`src/rtl/a2d_intf.sv`:
```
// rtl/a2d_intf.sv - SPI master that runs a two-frame conversion on an external ADC
module a2d_intf (
  input  logic        clk,
  input  logic        rst,
  input  logic        strt_cnv,
  input  logic [2:0]  chnnl,
  output logic        cnv_cmplt,
  output logic [11:0] res,
  output logic        a2d_SS_n,
  output logic        SCLK,
  output logic        MOSI,
  input  logic        MISO
);

  typedef enum logic [1:0] {IDLE, SHIFT, BACK} state_t;

  state_t      state;
  state_t      nxt_state;
  logic [4:0]  sclk_div;
  logic [5:0]  smpl_cnt;
  logic [15:0] shft;
  logic [2:0]  chnnl_lat;
  logic        accept;
  logic        smpl;
  logic        reload;
  logic        done;

  // Next-state and per-cycle strobes; sampling happens on the cycle before SCLK rises
  always_comb begin
    nxt_state = state;
    accept    = 1'b0;
    smpl      = 1'b0;
    reload    = 1'b0;
    done      = 1'b0;
    case (state)
      IDLE: begin
        if (strt_cnv) begin
          accept    = 1'b1;
          nxt_state = SHIFT;
        end
      end
      SHIFT: begin
        if (sclk_div == 5'd15) begin
          smpl = 1'b1;
          // Frame 1 only primes the ADC mux; its returned data is thrown away
          if (smpl_cnt == 6'd15) reload = 1'b1;
          if (smpl_cnt == 6'd31) nxt_state = BACK;
        end
      end
      BACK: begin
        // Hold SS low until late in the final high phase for ADC hold time
        if (sclk_div == 5'd30) begin
          done      = 1'b1;
          nxt_state = IDLE;
        end
      end
      default: nxt_state = IDLE;
    endcase
  end

  // State register
  always_ff @(posedge clk) begin
    if (rst) state <= IDLE;
    else     state <= nxt_state;
  end

  // SCLK divider and sample counter; the divider starts at 23 so the first fall lands 9 clk after SS
  always_ff @(posedge clk) begin
    if (rst) begin
      sclk_div <= 5'd0;
      smpl_cnt <= 6'd0;
    end else if (accept) begin
      sclk_div <= 5'd23;
      smpl_cnt <= 6'd0;
    end else begin
      if (state != IDLE) sclk_div <= sclk_div + 5'd1;
      if (smpl)          smpl_cnt <= smpl_cnt + 6'd1;
    end
  end

  // Command/data shift register, shared between outgoing command and incoming sample bits
  always_ff @(posedge clk) begin
    if (rst) begin
      shft      <= 16'h0000;
      chnnl_lat <= 3'd0;
    end else if (accept) begin
      shft      <= {2'b00, chnnl, 11'h000};
      chnnl_lat <= chnnl;
    end else if (smpl) begin
      if (reload) shft <= {2'b00, chnnl_lat, 11'h000};
      else        shft <= {shft[14:0], MISO};
    end
  end

  // Slave select, sticky completion flag and result capture
  always_ff @(posedge clk) begin
    if (rst) begin
      a2d_SS_n  <= 1'b1;
      cnv_cmplt <= 1'b0;
      res       <= 12'h000;
    end else if (accept) begin
      a2d_SS_n  <= 1'b0;
      cnv_cmplt <= 1'b0;
    end else if (done) begin
      a2d_SS_n  <= 1'b1;
      cnv_cmplt <= 1'b1;
      res       <= shft[11:0];
    end
  end

  // SCLK parks high whenever no frame is being clocked
  always_comb begin
    SCLK = (state == SHIFT) ? sclk_div[4] : 1'b1;
    MOSI = shft[15];
  end

endmodule
```
`config.mk`:
```
export PLATFORM = sky130hd
export DESIGN_NAME = a2d_intf
export DESIGN_NICKNAME = d
export VERILOG_FILES = /design/src/rtl/a2d_intf.sv
export SDC_FILE = /design/constraint.sdc
export NUM_CORES = 1
export LEC_CHECK = 0
export ABC_AREA = 0
export CAP_MARGIN = 20
export CORE_UTILIZATION = 45
export CTS_BUF_LIST = sky130_fd_sc_hd__clkbuf_16
export DETAILED_ROUTE_END_ITERATION = 8
export GPL_ROUTABILITY_DRIVEN = 0
export GPL_TIMING_DRIVEN = 0
export HOLD_SLACK_MARGIN = 0.12
export MAX_ROUTING_LAYER = met4
export PLACE_DENSITY = 0.75
export SYNTH_ARGS = -nofsm -noshare
export SYNTH_HDL_FRONTEND = slang
export SYNTH_SLANG_ARGS = --single-unit
```
`constraint.sdc`:
```
create_clock -name clk -period 1.7 [get_ports clk]
set_input_delay 0.425 -clock clk [delete_from_list [all_inputs] [get_ports clk]]
set_output_delay 0.425 -clock clk [all_outputs]
set_load 0.005 [all_outputs]
```
==> results.sh, run 1 <==
export IMPL_crit_required_ns=1.87
export IMPL_core_rowCount=23
export IMPL_synth_area_um2=1940
export IMPL_yosys_area_top_type_share_pct=47.4
export IMPL_path_class="flop to flop"
export IMPL_ys_warn_count=0
export IMPL_grt_pass1_vias=1443
export IMPL_r2r_end="smpl_cnt[5]"
export IMPL_synth_ff_type="dfxtp_1"
export IMPL_instances_no_fill=297
export IMPL_postRouteWirelength_mm=4.06
export IMPL_cts_tree="built"
export IMPL_grt_ovfl_total=0
export IMPL_grt_pass1_wl_mm=6.51
export IMPL_reg2reg_slack_ns=0.04
export IMPL_reg2reg_depth=8
export IMPL_relSlewSlack_pct=67.6
export IMPL_die_y_um=67.7
export IMPL_yosys_area_top_type="dfxtp_1"
export IMPL_insertedDiodeCount=0
export IMPL_max_clock_freq_mhz=603
export IMPL_port_buffers=20
export IMPL_route_met2_wl_mm=1.96
export IMPL_end_kind="flop"
export IMPL_status="completed"
export IMPL_final_common_cell="dfxtp_1"
export IMPL_synth_area_leaders="dfxtp_1, mux2i_1, nor2_1"
export IMPL_first_iter_violations=65
export IMPL_drtPass1Iterations=4
export IMPL_synth_edf_count=0
export IMPL_vias_per_cell=5.41
export IMPL_syn_area_per_cell_um2=9.04
export IMPL_wl_met3_um=154
export IMPL_initial_utilization_pct=47.6
export IMPL_cts_buffer_depth=2
export IMPL_period_share_pct=97.5
export IMPL_start_kind="flop"
export IMPL_ir_worst_vdd_uv=661
export IMPL_syn2layout_area_growth_pct=25.5
export IMPL_synth_net_count=226
export IMPL_synthArstFlopShare_pct=0
export IMPL_num_nets_final=257
export IMPL_track_usage_pct=19.7
export IMPL_drcViolationCount=0
export IMPL_die_w_um=67.7
export IMPL_cts_made_buffers=5
export IMPL_antenna_left=0
export IMPL_layout_common_cells="dfxtp_1, nor2_1, a21oi_1, clkdlybuf4s50_1, nand2_1"
export IMPL_core_um2=4090
export IMPL_grt_antenna_before_repair=0
export IMPL_ys_seq_area_share_pct=47.4
export IMPL_r2r_start="sclk_div[0]"
export IMPL_p_per_area_nw_per_um2=888
export IMPL_final_max_slew_viol_count=0
export IMPL_synth_seq_cells=46
export IMPL_dp_cells=285
export IMPL_tightestPinTransition_ns=0.486
export IMPL_finalSetupViolCount=0
export IMPL_hold_viol_final=0
export IMPL_hpwl_mm=2.59
export IMPL_cts_sinks=46
export IMPL_via_count=1607
export IMPL_hp_start="shft[7]"
export IMPL_dieArea_um2=4590
export IMPL_path_clk_slew_ns=0.06
export IMPL_crit_arrival_ns=1.83
export IMPL_clock_latency_ns=0.28
export IMPL_io_pins=23
export IMPL_wl_met1_mm=1.87
export IMPL_fin_skew_ns=0.00427
export IMPL_wire_per_inst_um=13.7
export IMPL_min_delay_path_depth=2
export IMPL_netlist_instances=215
export IMPL_fin_crit_ns=1.66
export IMPL_hold_ws_ns=0.469
export IMPL_layout_drive_gt1_share_pct=15.0
export IMPL_p_leak_nw=0.887
export IMPL_root_buffer="clkbuf_16"
export IMPL_min_to="shft[7]"
export IMPL_htreeDepth=2
export IMPL_hp_class="flop to flop"
export IMPL_maxCapViolCount=0
export IMPL_top_layer="met4"
export IMPL_grt_max_degree=14
export IMPL_netlist_cell_type_count=36
export IMPL_cp_max_fo=5
export IMPL_rsz0062_at_grt="true"
==> worst max-delay path: stages, from the launching register on <==
cell,delay [ns]
dfxtp_4,0.36
ha_4,0.16
and3_4,0.18
ha_4,0.16
and3b_2,0.21
buf_4,0.13
nand4_1,0.10
xor2_1,0.16
nor2_1,0.06
==> Yosys cell counts (2+ instances only) <==
library cell and count:
dfxtp_1 46, nor2_1 31, a21oi_1 20, nand2_1 16
nand3_1 14, mux2i_1 12, nor3_1 7, clkbuf_1 6
inv_1 6, xor2_1 5, buf_2 4, ha_1 4
nand4_1 4, nor3b_1 4, a211oi_1 3, a221oi_1 3
buf_4 3, o21a_1 3, o21ai_0 3, or2_2 3
buf_6 2, o21bai_1 2
==> logic make-up after synthesis <==
logic type / share of synthesized area [%]
buffers and inverters: 6.43
AO/OA/AOI/OAI: 11.1
multiplexers: 6.95
XOR/XNOR: 2.70
flip-flops: 47.4
adder cells (fa/ha/maj): 2.57
AND/OR/NAND/NOR: 22.8
==> state kept, by name (all words and copies together) (netlist names) <==
register / flops
chnnl_lat: 3
state: 2
smpl_cnt: 6
sclk_div: 5
res: 12
shft: 16
a2d_SS_n: 1
cnv_cmplt: 1
==> power breakdown <==
group | total (W) | switching (W) | internal [W] | leakage, nW
clock | 0.000914 | 0.000383 | 0.000531 | 0.0724
sequential | 0.00112 | 0.0000201 | 0.00110 | 0.374
combinational | 0.000133 | 0.0000714 | 0.0000613 | 0.441
==> final cells by class <==
cell class / instances / area (µm²)
multi-input cells: 147 / 950
well taps: 50 / 62.6
inverters: 6 / 22.5
repair buffers: 24 / 225
fillers: 367 / 1650
clock inverters: 3 / 12.5
flip-flops and latches: 46 / 927
clock buffers: 5 / 125
plain buffers: 16 / 116
==> what timing repair did <==
action                                  4_1_cts  5_1_grt
pin swaps                                     1        1
endpoints found under the setup margin       30       15
hold buffers                                  0        0
resized for setup                            15        7
buffers inserted                              3        1
gates cloned                                  0        0
==> per-stage QoR <==
stage | util [%] | instance area, µm² | power [W] | setup slack, ns | TNS [ns]
finish | 59.7 | 2440 | 0.00217 | 0.0422 | 0
global route | 59.7 | 2440 | 0.00224 | -0.0179 | -0.0213
CTS | 59.0 | 2410 | 0.00218 | -0.0307 | -0.0307
detailed placement | 54.0 | 2210 | 0.00127 | -0.210 | -2.48
global placement | 54.0 | 2210 | 0.00126 | -0.149 | -1.92
floorplan | - | 1940 | 0.00122 | 0.00822 | 0
==> layer usage <==
layer	vias to the layer above	global-route usage, %
met5	-	-
met4	0	5.85
li1	803	-
met3	7	4.56
met2	34	31.8
met1	763	24.1
==> worst max path at each step <==
stage | slack (ns) | endpoint | from
floorplan | 0.008 | smpl_cnt[4] | sclk_div[0]
global placement | -0.15 | shft[3] | sclk_div[0]
detailed placement | -0.21 | shft[15] | sclk_div[0]
CTS | -0.03 | SCLK | state[1]
global route | -0.02 | smpl_cnt[4] | sclk_div[1]
finish | 0.04 | smpl_cnt[5] | sclk_div[0]
No activity file was read; power rests on OpenSTA's default activity.
==> inputs of run 2 (changes only) <==
- REMOVE_ABC_BUFFERS: unset -> 1
==> run 2 against run 1 <==
Against the previous run: fmax rose by 1.6%; global-route usage rose by 0.18 points; clock-buffer cell count did not move; clock skew rose by 0.0012 ns; register-to-register slack improved by 0.03 ns; first-iteration DRC count rose by 120%; combinational power rose by 4%; setup slack improved by 0.027 ns.
==> results.sh, run 2 (synthesized netlist as in run 1, its figures left out) <==
export IMPL_core_um2=4090
export IMPL_status="completed"
export IMPL_syn2layout_area_growth_pct=25.8
export IMPL_p_per_area_nw_per_um2=958
export IMPL_track_usage_pct=19.8
export IMPL_via_count=1566
export IMPL_largest_register="shft"
export IMPL_p_leak_nw=0.888
export IMPL_cp_slowest_cell="dfxtp_2"
export IMPL_wire_per_inst_um=14.3
export IMPL_relSlewSlack_pct=63.3
export IMPL_tightestPinTransition_ns=0.551
export IMPL_maxCapViolCount=0
export IMPL_hp_class="flop to flop"
export IMPL_grt_ovfl_total=0
export IMPL_cp_max_fo=7
export IMPL_die_y_um=67.7
export IMPL_path_class="flop to flop"
export IMPL_grt_pass1_wl_mm=6.47
export IMPL_core_rowCount=23
export IMPL_path_clk_slew_ns=0.06
export IMPL_grt_antenna_before_repair=0
export IMPL_max_clock_freq_mhz=613
export IMPL_grt_pass1_vias=1365
export IMPL_dieArea_um2=4590
export IMPL_initial_utilization_pct=47.6
export IMPL_cts_sinks=46
export IMPL_ir_worst_vdd_uv=518
export IMPL_io_pins=23
export IMPL_port_buffers=22
export IMPL_final_max_slew_viol_count=0
export IMPL_layout_drive_gt1_share_pct=15.4
export IMPL_drtPass1Iterations=4
export IMPL_cts_tree="built"
export IMPL_fin_area_um2=2450
export IMPL_first_iter_violations=140
export IMPL_min_delay_path_depth=2
export IMPL_antenna_left=0
export IMPL_final_common_cell="dfxtp_1"
export IMPL_drcViolationCount=0
export IMPL_multiInputGateArea_um2=975
export IMPL_fin_crit_ns=1.63
export IMPL_htreeDepth=2
export IMPL_fill_cells=374
export IMPL_period_share_pct=95.9
export IMPL_insertedDiodeCount=0
export IMPL_fin_skew_ns=0.00547
export IMPL_path_cells="ha_1, and3_2, ha_4, and3b_4, nand4_1, xor2_1, nor2_1"
export IMPL_cp_top_family="simple AND/OR/NAND/NOR gates"
export IMPL_finalSetupViolCount=0
export IMPL_end_kind="flop"
export IMPL_max_stage_delay_ns=0.34
export IMPL_hp_start="shft[14]"
export IMPL_reg2reg_depth=7
export IMPL_r2r_end="smpl_cnt[5]"
export IMPL_setup_tns_ns=0
export IMPL_crit_arrival_ns=1.80
export IMPL_die_w_um=67.7
export IMPL_seq_area_um2=931
export IMPL_hpwl_mm=2.21
export IMPL_postRouteWirelength_mm=4.16
export IMPL_hold_viol_final=0
export IMPL_crit_required_ns=1.87
export IMPL_fin_util_pct=59.9
export IMPL_cts_buffer_depth=2
export IMPL_grt_max_degree=27
export IMPL_reg2reg_slack_ns=0.07
export IMPL_num_nets_final=251
export IMPL_root_buffer="clkbuf_16"
export IMPL_vias_per_cell=5.38
export IMPL_start_kind="flop"
export IMPL_top_regs="shft (16), res (12), smpl_cnt (6)"
export IMPL_r2r_start="sclk_div[0]"
export IMPL_critical_path_buf_inv_count=0
export IMPL_cts_made_buffers=5
export IMPL_place_area_um2=2130
export IMPL_min_to="shft[14]"
export IMPL_largest_reg_flops=16
export IMPL_layout_common_cells="dfxtp_1, nor2_1, a21oi_1, clkdlybuf4s50_1, nand2_1"
export IMPL_clock_latency_ns=0.28
-- run 2: tightest hold or removal path, stage by stage (launching register included) --
cell and delay [ns]:
dfxtp_1 0.31, nand2_1 0.05, a21oi_1 0.05
-- run 2: metal layers --
| layer | GRT usage, % | routed length, µm | up-vias |
|---|---|---|---|
| li1 | - | - | 801 |
| met1 | 25.5 | 1960 | 718 |
| met2 | 29.7 | 1990 | 41 |
| met3 | 5.57 | 177 | 6 |
| met4 | 6.38 | 38 | 0 |
| met5 | - | 0 | - |
-- run 2: worst max-delay path by stage --
stage                        endpoint   startpoint  slack (ns)  depth (start not counted)
final                     smpl_cnt[5]  sclk_div[0]        0.07                          7
after global routing      smpl_cnt[5]  sclk_div[0]      -0.008                          7
after CTS                 smpl_cnt[5]  sclk_div[1]       0.003                          7
after detailed placement  smpl_cnt[2]     strt_cnv       -0.81                          5
after global placement    smpl_cnt[5]     strt_cnv       -1.14                          4
after floorplan           smpl_cnt[5]  sclk_div[0]       -0.18                          7
-- run 2: area by class of cell --
type / instances / share of cell area [%]
clock buffers: 5 / 5.12
repair buffers: 31 / 11.8
inverters: 6 / 0.921
flip-flops and latches: 46 / 38.1
clock inverters: 3 / 1.69
multi-input cells: 150 / 39.8
well taps: 50 / 2.56
-- run 2: repair_timing --
item,4_1_cts,5_1_grt
pin swaps,1,0
setup endpoints to repair,41,25
endpoints found under the hold margin,0,0
cloned,1,2
buffers inserted,6,2
hold buffers,0,0
resized for setup,16,9
-- run 2: metrics by stage --
stage	setup WS, ns	power, W	hold WS (ns)	instances
after global routing	-0.00809	0.00242	0.481	291
final	0.0691	0.00234	0.456	291
after detailed placement	-0.807	0.00126	0.448	272
after global placement	-1.14	0.00125	0.442	271
after floorplan	-0.182	0.00121	0.432	199
after CTS	0.00303	0.00235	0.461	287
-- run 2: power by group --
| part | switching (W) | internal [W] | leakage, nW |
|---|---|---|---|
| clock network | 0.000398 | 0.000688 | 0.0812 |
| registers | 0.0000191 | 0.00110 | 0.375 |
| logic | 0.0000756 | 0.0000628 | 0.432 |
| total | 0.000493 | 0.00185 | 0.888 |
==> inputs of run 3 (changes only) <==
- CAP_MARGIN: 20 -> unset
- MAX_ROUTING_LAYER: met4 -> unset
==> run 3 against run 2 <==
Against the previous run: utilization is 0.28 points higher; design area is 0.46% higher; sequential share of layout area is 0.073 points lower.
==> results.sh, run 3 (synthesized netlist as in run 1, its figures left out) <==
export IMPL_core_um2=4090
export IMPL_antenna_left=0
export IMPL_vias_per_cell=5.52
export IMPL_setup_slack_ns=0.0520
export IMPL_port_buffers=22
export IMPL_cts_tree="built"
export IMPL_layout_common_cells="dfxtp_1, nor2_1, a21oi_1, clkdlybuf4s50_1, nand2_1"
export IMPL_max_stage_delay_ns=0.34
export IMPL_track_usage_pct=18.6
export IMPL_power_w=0.00232
export IMPL_r2r_end="smpl_cnt[5]"
export IMPL_min_delay_path_depth=2
export IMPL_via_count=1584
export IMPL_cp_slowest_cell="dfxtp_4"
export IMPL_syn2layout_area_growth_pct=26.4
export IMPL_reg2reg_slack_ns=0.09
export IMPL_clock_latency_ns=0.28
export IMPL_num_nets_final=248
export IMPL_fin_skew_ns=0.00290
export IMPL_core_rowCount=23
export IMPL_first_iter_violations=137
export IMPL_fin_crit_ns=1.65
export IMPL_p_per_area_nw_per_um2=944
export IMPL_initial_utilization_pct=47.6
export IMPL_die_w_um=67.7
export IMPL_end_kind="output pin"
export IMPL_top_regs="shft (16), res (12), smpl_cnt (6)"
export IMPL_root_buffer="clkbuf_16"
export IMPL_crit_required_ns=1.27
export IMPL_period_share_pct=96.9
export IMPL_max_clock_freq_mhz=607
export IMPL_setup_tns_ns=0
export IMPL_ir_worst_vdd_uv=486
export IMPL_die_y_um=67.7
export IMPL_hp_class="flop to flop"
export IMPL_grt_antenna_before_repair=0
export IMPL_hpwl_mm=2.19
export IMPL_start_kind="flop"
export IMPL_hold_viol_final=0
export IMPL_grt_pass1_vias=1356
export IMPL_rsz0062_at_grt="false"
export IMPL_path_cells="inv_1, or3_1, clkdlybuf4s15_1"
export IMPL_hp_start="shft[14]"
export IMPL_preCtsSetupSlack_ns=-1.13
export IMPL_wire_per_inst_um=13.7
export IMPL_r2r_start="sclk_div[1]"
export IMPL_crit_arrival_ns=1.22
export IMPL_reg2reg_depth=7
export IMPL_grt_pass1_wl_mm=6.29
export IMPL_drtPass1Iterations=4
export IMPL_fin_util_pct=60.1
export IMPL_status="completed"
export IMPL_cts_hold_buffers=0
export IMPL_largest_register="shft"
export IMPL_dieArea_um2=4590
export IMPL_relSlewSlack_pct=62.3
export IMPL_io_pins=23
export IMPL_path_class="flop to output pin"
export IMPL_drcViolationCount=0
export IMPL_cts_sinks=46
export IMPL_tightestPinTransition_ns=0.565
export IMPL_final_common_cell="dfxtp_1"
export IMPL_min_to="shft[14]"
export IMPL_cp_max_fo=3
export IMPL_largest_reg_flops=16
export IMPL_path_clk_slew_ns=0.06
export IMPL_cts_made_buffers=5
export IMPL_grt_ovfl_total=0
export IMPL_postRouteWirelength_mm=3.94
export IMPL_p_leak_nw=0.873
export IMPL_cts_buffer_depth=2
export IMPL_maxCapViolCount=0
export IMPL_layout_drive_gt1_share_pct=13.5
export IMPL_hold_ws_ns=0.456
export IMPL_htreeDepth=2
export IMPL_insertedDiodeCount=0
export IMPL_final_max_slew_viol_count=0
export IMPL_finalSetupViolCount=0
export IMPL_grt_max_degree=27
## run 3: cell count changes in the layout (fill, tap and decap cells not counted), sizes merged
cell           delta
clkdlybuf4s15     +1
clkinvlp          -1
inv               -1
dlygate4sd2       -1
clkinv            +1
and3b             -1
buf               -2
clkbuf            -1
dlymetal6s2s      +1
## run 3: cell type report
cell class | count | area, µm²
Clock buffer | 5 | 125
Sequential cell | 46 | 933
Clock inverter | 2 | 33.8
Fill cell | 356 | 1630
Multi-Input combinational cell | 149 | 972
Timing Repair Buffer | 29 | 308
Tap cell | 50 | 62.6
Inverter | 6 | 22.5
## run 3: repair_timing
action / in CTS / in global routing
buffers inserted: 5 / 2
resized for setup: 16 / 10
pin swaps: 3 / 2
setup endpoints to repair: 41 / 27
gates cloned: 0 / 2
## run 3: how the worst max path moves through the flow
stage,end,cells past startpoint,start
2_1_floorplan,smpl_cnt[5],7,sclk_div[0]
3_3_place_gp,smpl_cnt[5],4,strt_cnv
3_5_place_dp,smpl_cnt[2],4,strt_cnv
4_1_cts,smpl_cnt[5],7,sclk_div[0]
5_1_grt,SCLK,3,state[0]
6_report,SCLK,3,state[0]
## run 3: critical path, delay by kind of cell, from the launching register on
kind	cells	cell delay (ns)
simple gates	1	0.34
flops	1	0.34
buf+inv	2	0.26
## run 3: power breakdown
part	switching, W	internal, W	leakage [nW]
clock	0.000384	0.000680	0.0773
combinational	0.0000724	0.0000638	0.421
sequential	0.0000205	0.00110	0.375
total	0.000477	0.00184	0.873
## run 3: routing by layer
metal	vias up	track usage, %	part of all wire, %
li1	791	-	-
met2	40	27.2	49
met3	7	5.57	4.3
met4	0	7.98	1.3
met5	-	0	0
met1	746	24.9	46
## run 3: metrics by stage
stage                     area, µm²  cells
final                          2460    287
after global routing           2460    287
after CTS                      2380    283
after detailed placement       2120    271
after global placement         2120    271
after floorplan                1840    199
==> RTL change, RTL diff (config.mk and constraints of run 1) <==
Make the reset (`rst`) asynchronous in 4 clocked blocks.
--- a/src/rtl/a2d_intf.sv
+++ b/src/rtl/a2d_intf.sv
@@ -61,3 +61,3 @@
   // State register
-  always_ff @(posedge clk) begin
+  always_ff @(posedge clk or posedge rst) begin
     if (rst) state <= IDLE;
@@ -67,3 +67,3 @@
   // SCLK divider and sample counter; the divider starts at 23 so the first fall lands 9 clk after SS
-  always_ff @(posedge clk) begin
+  always_ff @(posedge clk or posedge rst) begin
     if (rst) begin
@@ -81,3 +81,3 @@
   // Command/data shift register, shared between outgoing command and incoming sample bits
-  always_ff @(posedge clk) begin
+  always_ff @(posedge clk or posedge rst) begin
     if (rst) begin
@@ -95,3 +95,3 @@
   // Slave select, sticky completion flag and result capture
-  always_ff @(posedge clk) begin
+  always_ff @(posedge clk or posedge rst) begin
     if (rst) begin
Behaviour: differs if rst is asserted again (counterexample within 4 cycles, from zero or initial values and one cycle with rst high); with rst held inactive, the same outputs for 10 cycles.
==> RTL change against run 1 <==
The flow now finishes with violations (setup timing). Sequential cell count unchanged. Worst setup slack got worse by 0.14 ns. Area after synthesis is 3.2% higher. Count of clock-buffer cells in the layout unchanged. Design area rose by 9.6%. Via count decreased by 11%. Critical path depth stayed put. Clock skew is essentially flat. Die area increased by 3.1%. Wire length up 1.7%. Critical endpoint is now shft[8]. Largest cell class is now flip-flops and latches. Highest routed layer unchanged.
Power is not compared: it rests on default switching activity, and its combinational part moved more than twofold at a synthesized area within 25%.
==> RTL change: results (changes against run 1) <==
Placement
  – DP Area: 0.00233 mm2 (+5.7%)
  – Port-buffer cells: 22 (+10%)
  – Placed Instances: 235 (-18%)
  – Placement-stage worst setup slack: -0.487 ns (-0.277 ns)
  – Placed wire-length estimate: 2600 um (about the same)

Routing
  – Met2 wire len: 2060 um (+4.9%)
  – Wire length on met3: 102 um (-34%)
  – Routed len/inst: 16.2 um (+18%)
  – Detailed-router iteration count before antenna repair: 4 (unchanged)
  – Vias per inst: 5.59 (+3.3%)
  – Met1 Routed Length: 1910 um (+2.5%)

Final layout
  – Layout Cells excl Fill: 255 (-14%)
  – Total Nets Final: 215 (-16%)
  – Share of cells above drive strength 1: 29.8% (+15 points)

Status
  – Failing checks: setup timing
  – Result of the run: finished, violations left

Logic synthesis
  – Distinct cell type count after synthesis: 40 (+11%)
  – Synthesized net count: 173 (-23%)
  – Post-synthesis async set-or-reset flop share: 100% (+100 points)
  – Biggest area contributors in the synthesized netlist: sky130_fd_sc_hd__dfrtp_1 56%, sky130_fd_sc_hd__mux2_2 7.9%, sky130_fd_sc_hd__a32o_1 6.0%
  – Top cells by instance count after synthesis: 45 x sky130_fd_sc_hd__dfrtp_1, 19 x sky130_fd_sc_hd__nand2_1, 14 x sky130_fd_sc_hd__mux2_2
  – Share of the yosys chip area belonging to registers: 57.4% (+10 points)
  – Post-synthesis instance total: 162 (-25%)

STA
  – Worst hold margin: 0.436 ns (-0.0328 ns)
  – Setup TNS Final: -2.02 ns (-2.02 ns)
  – Final setup vio count: 30 (+30)
  – Minimum setup slack in the final design: -0.0943 ns (-0.137 ns)
  – Worst slew margin relative to its limit: 74.1% (+6.5 points)

Global routing
  – Wire length of the first global-routing pass: 6620 um (+1.7%)
  – M1 GR Usage: 24.8% (+0.64 points)
  – Met2 Usage GRT: 31.9% (+0.056 points)
  – Via count of the first global-routing pass: 1432 (-0.76%)
  – Pin count of the biggest net entering global routing: 30 (+16)
  – Fraction of met3 tracks used by global routing: 4.61% (+0.044 points)

Worst setup path
  – Largest stage delay on the critical path: 0.41 ns (+0.05 ns)
  – CP Data Arrival Time: 2.01 ns (+0.18 ns)
  – Worst reg2reg startpoint: sclk_div[0]
  – Critical-path top delay cell: sky130_fd_sc_hd__dfrtp_1
  – Critical path destination: shft[8]
  – Top fanout value on the critical path: 6 (+1)

Pwr
  – Static Leakage: 1.26 nW

Min path
  – Worst Hold Class: in2async

Clocking
  – Root buffer cell: sky130_fd_sc_hd__clkbuf_16
  – Clock slew seen by the registers of the worst setup and hold paths: 0.07 ns
[RTL change: worst register-to-register path, cell delays in order, from the launching register on]
cell and delay (ns):
sky130_fd_sc_hd__dfrtp_1 0.41, sky130_fd_sc_hd__ha_2 0.19, sky130_fd_sc_hd__and3_4 0.18, sky130_fd_sc_hd__ha_4 0.16
sky130_fd_sc_hd__and3b_2 0.21, sky130_fd_sc_hd__buf_6 0.15, sky130_fd_sc_hd__nor2_4 0.15, sky130_fd_sc_hd__buf_6 0.14
sky130_fd_sc_hd__a32o_1 0.13
[RTL change: cells by family (layout without fill, tap and decap cells)]
kind of cell / Yosys count / in the layout / share of synthesized area, %
multiplexers: 17 / 17 / 9.35
AO/OA/AOI/OAI: 31 / 31 / 12.7
XOR/XNOR: 4 / 4 / 1.75
buffers and inverters: 11 / 54 / 2.99
AND/OR/NAND/NOR: 49 / 49 / 13.3
adder cells (fa/ha/maj): 4 / 4 / 2.49
flip-flops: 46 / 46 / 57.4
[RTL change: layout make-up]
class,count,area (um2)
multi-input combinational,105,882
tap,50,62.6
clock buffer,5,125
timing repair buffer,35,343
clock inverter,3,25.0
fill,317,1470
buffer,8,72.6
sequential,46,1150
inverter,3,11.3
[RTL change: power by group through the flow]
stage / Clock, W / Combinational, W / Sequential (W)
floorplan: 0 / 0.000575 / 0.00155
detailed placement: 0 / 0.000754 / 0.00161
CTS: 0.000998 / 0.000885 / 0.00159
global route: 0.00104 / 0.00101 / 0.00163
finish: 0.000977 / 0.000913 / 0.00160
global placement: 0 / 0.000704 / 0.00159
[RTL change: what timing repair did]
item | 4_1_cts | 5_1_grt
resized for setup | 24 | 9
endpoints found under the setup margin | 36 | 34
buffers inserted | 8 | 0
cloned | 4 | 0
pin swaps | 12 | 7
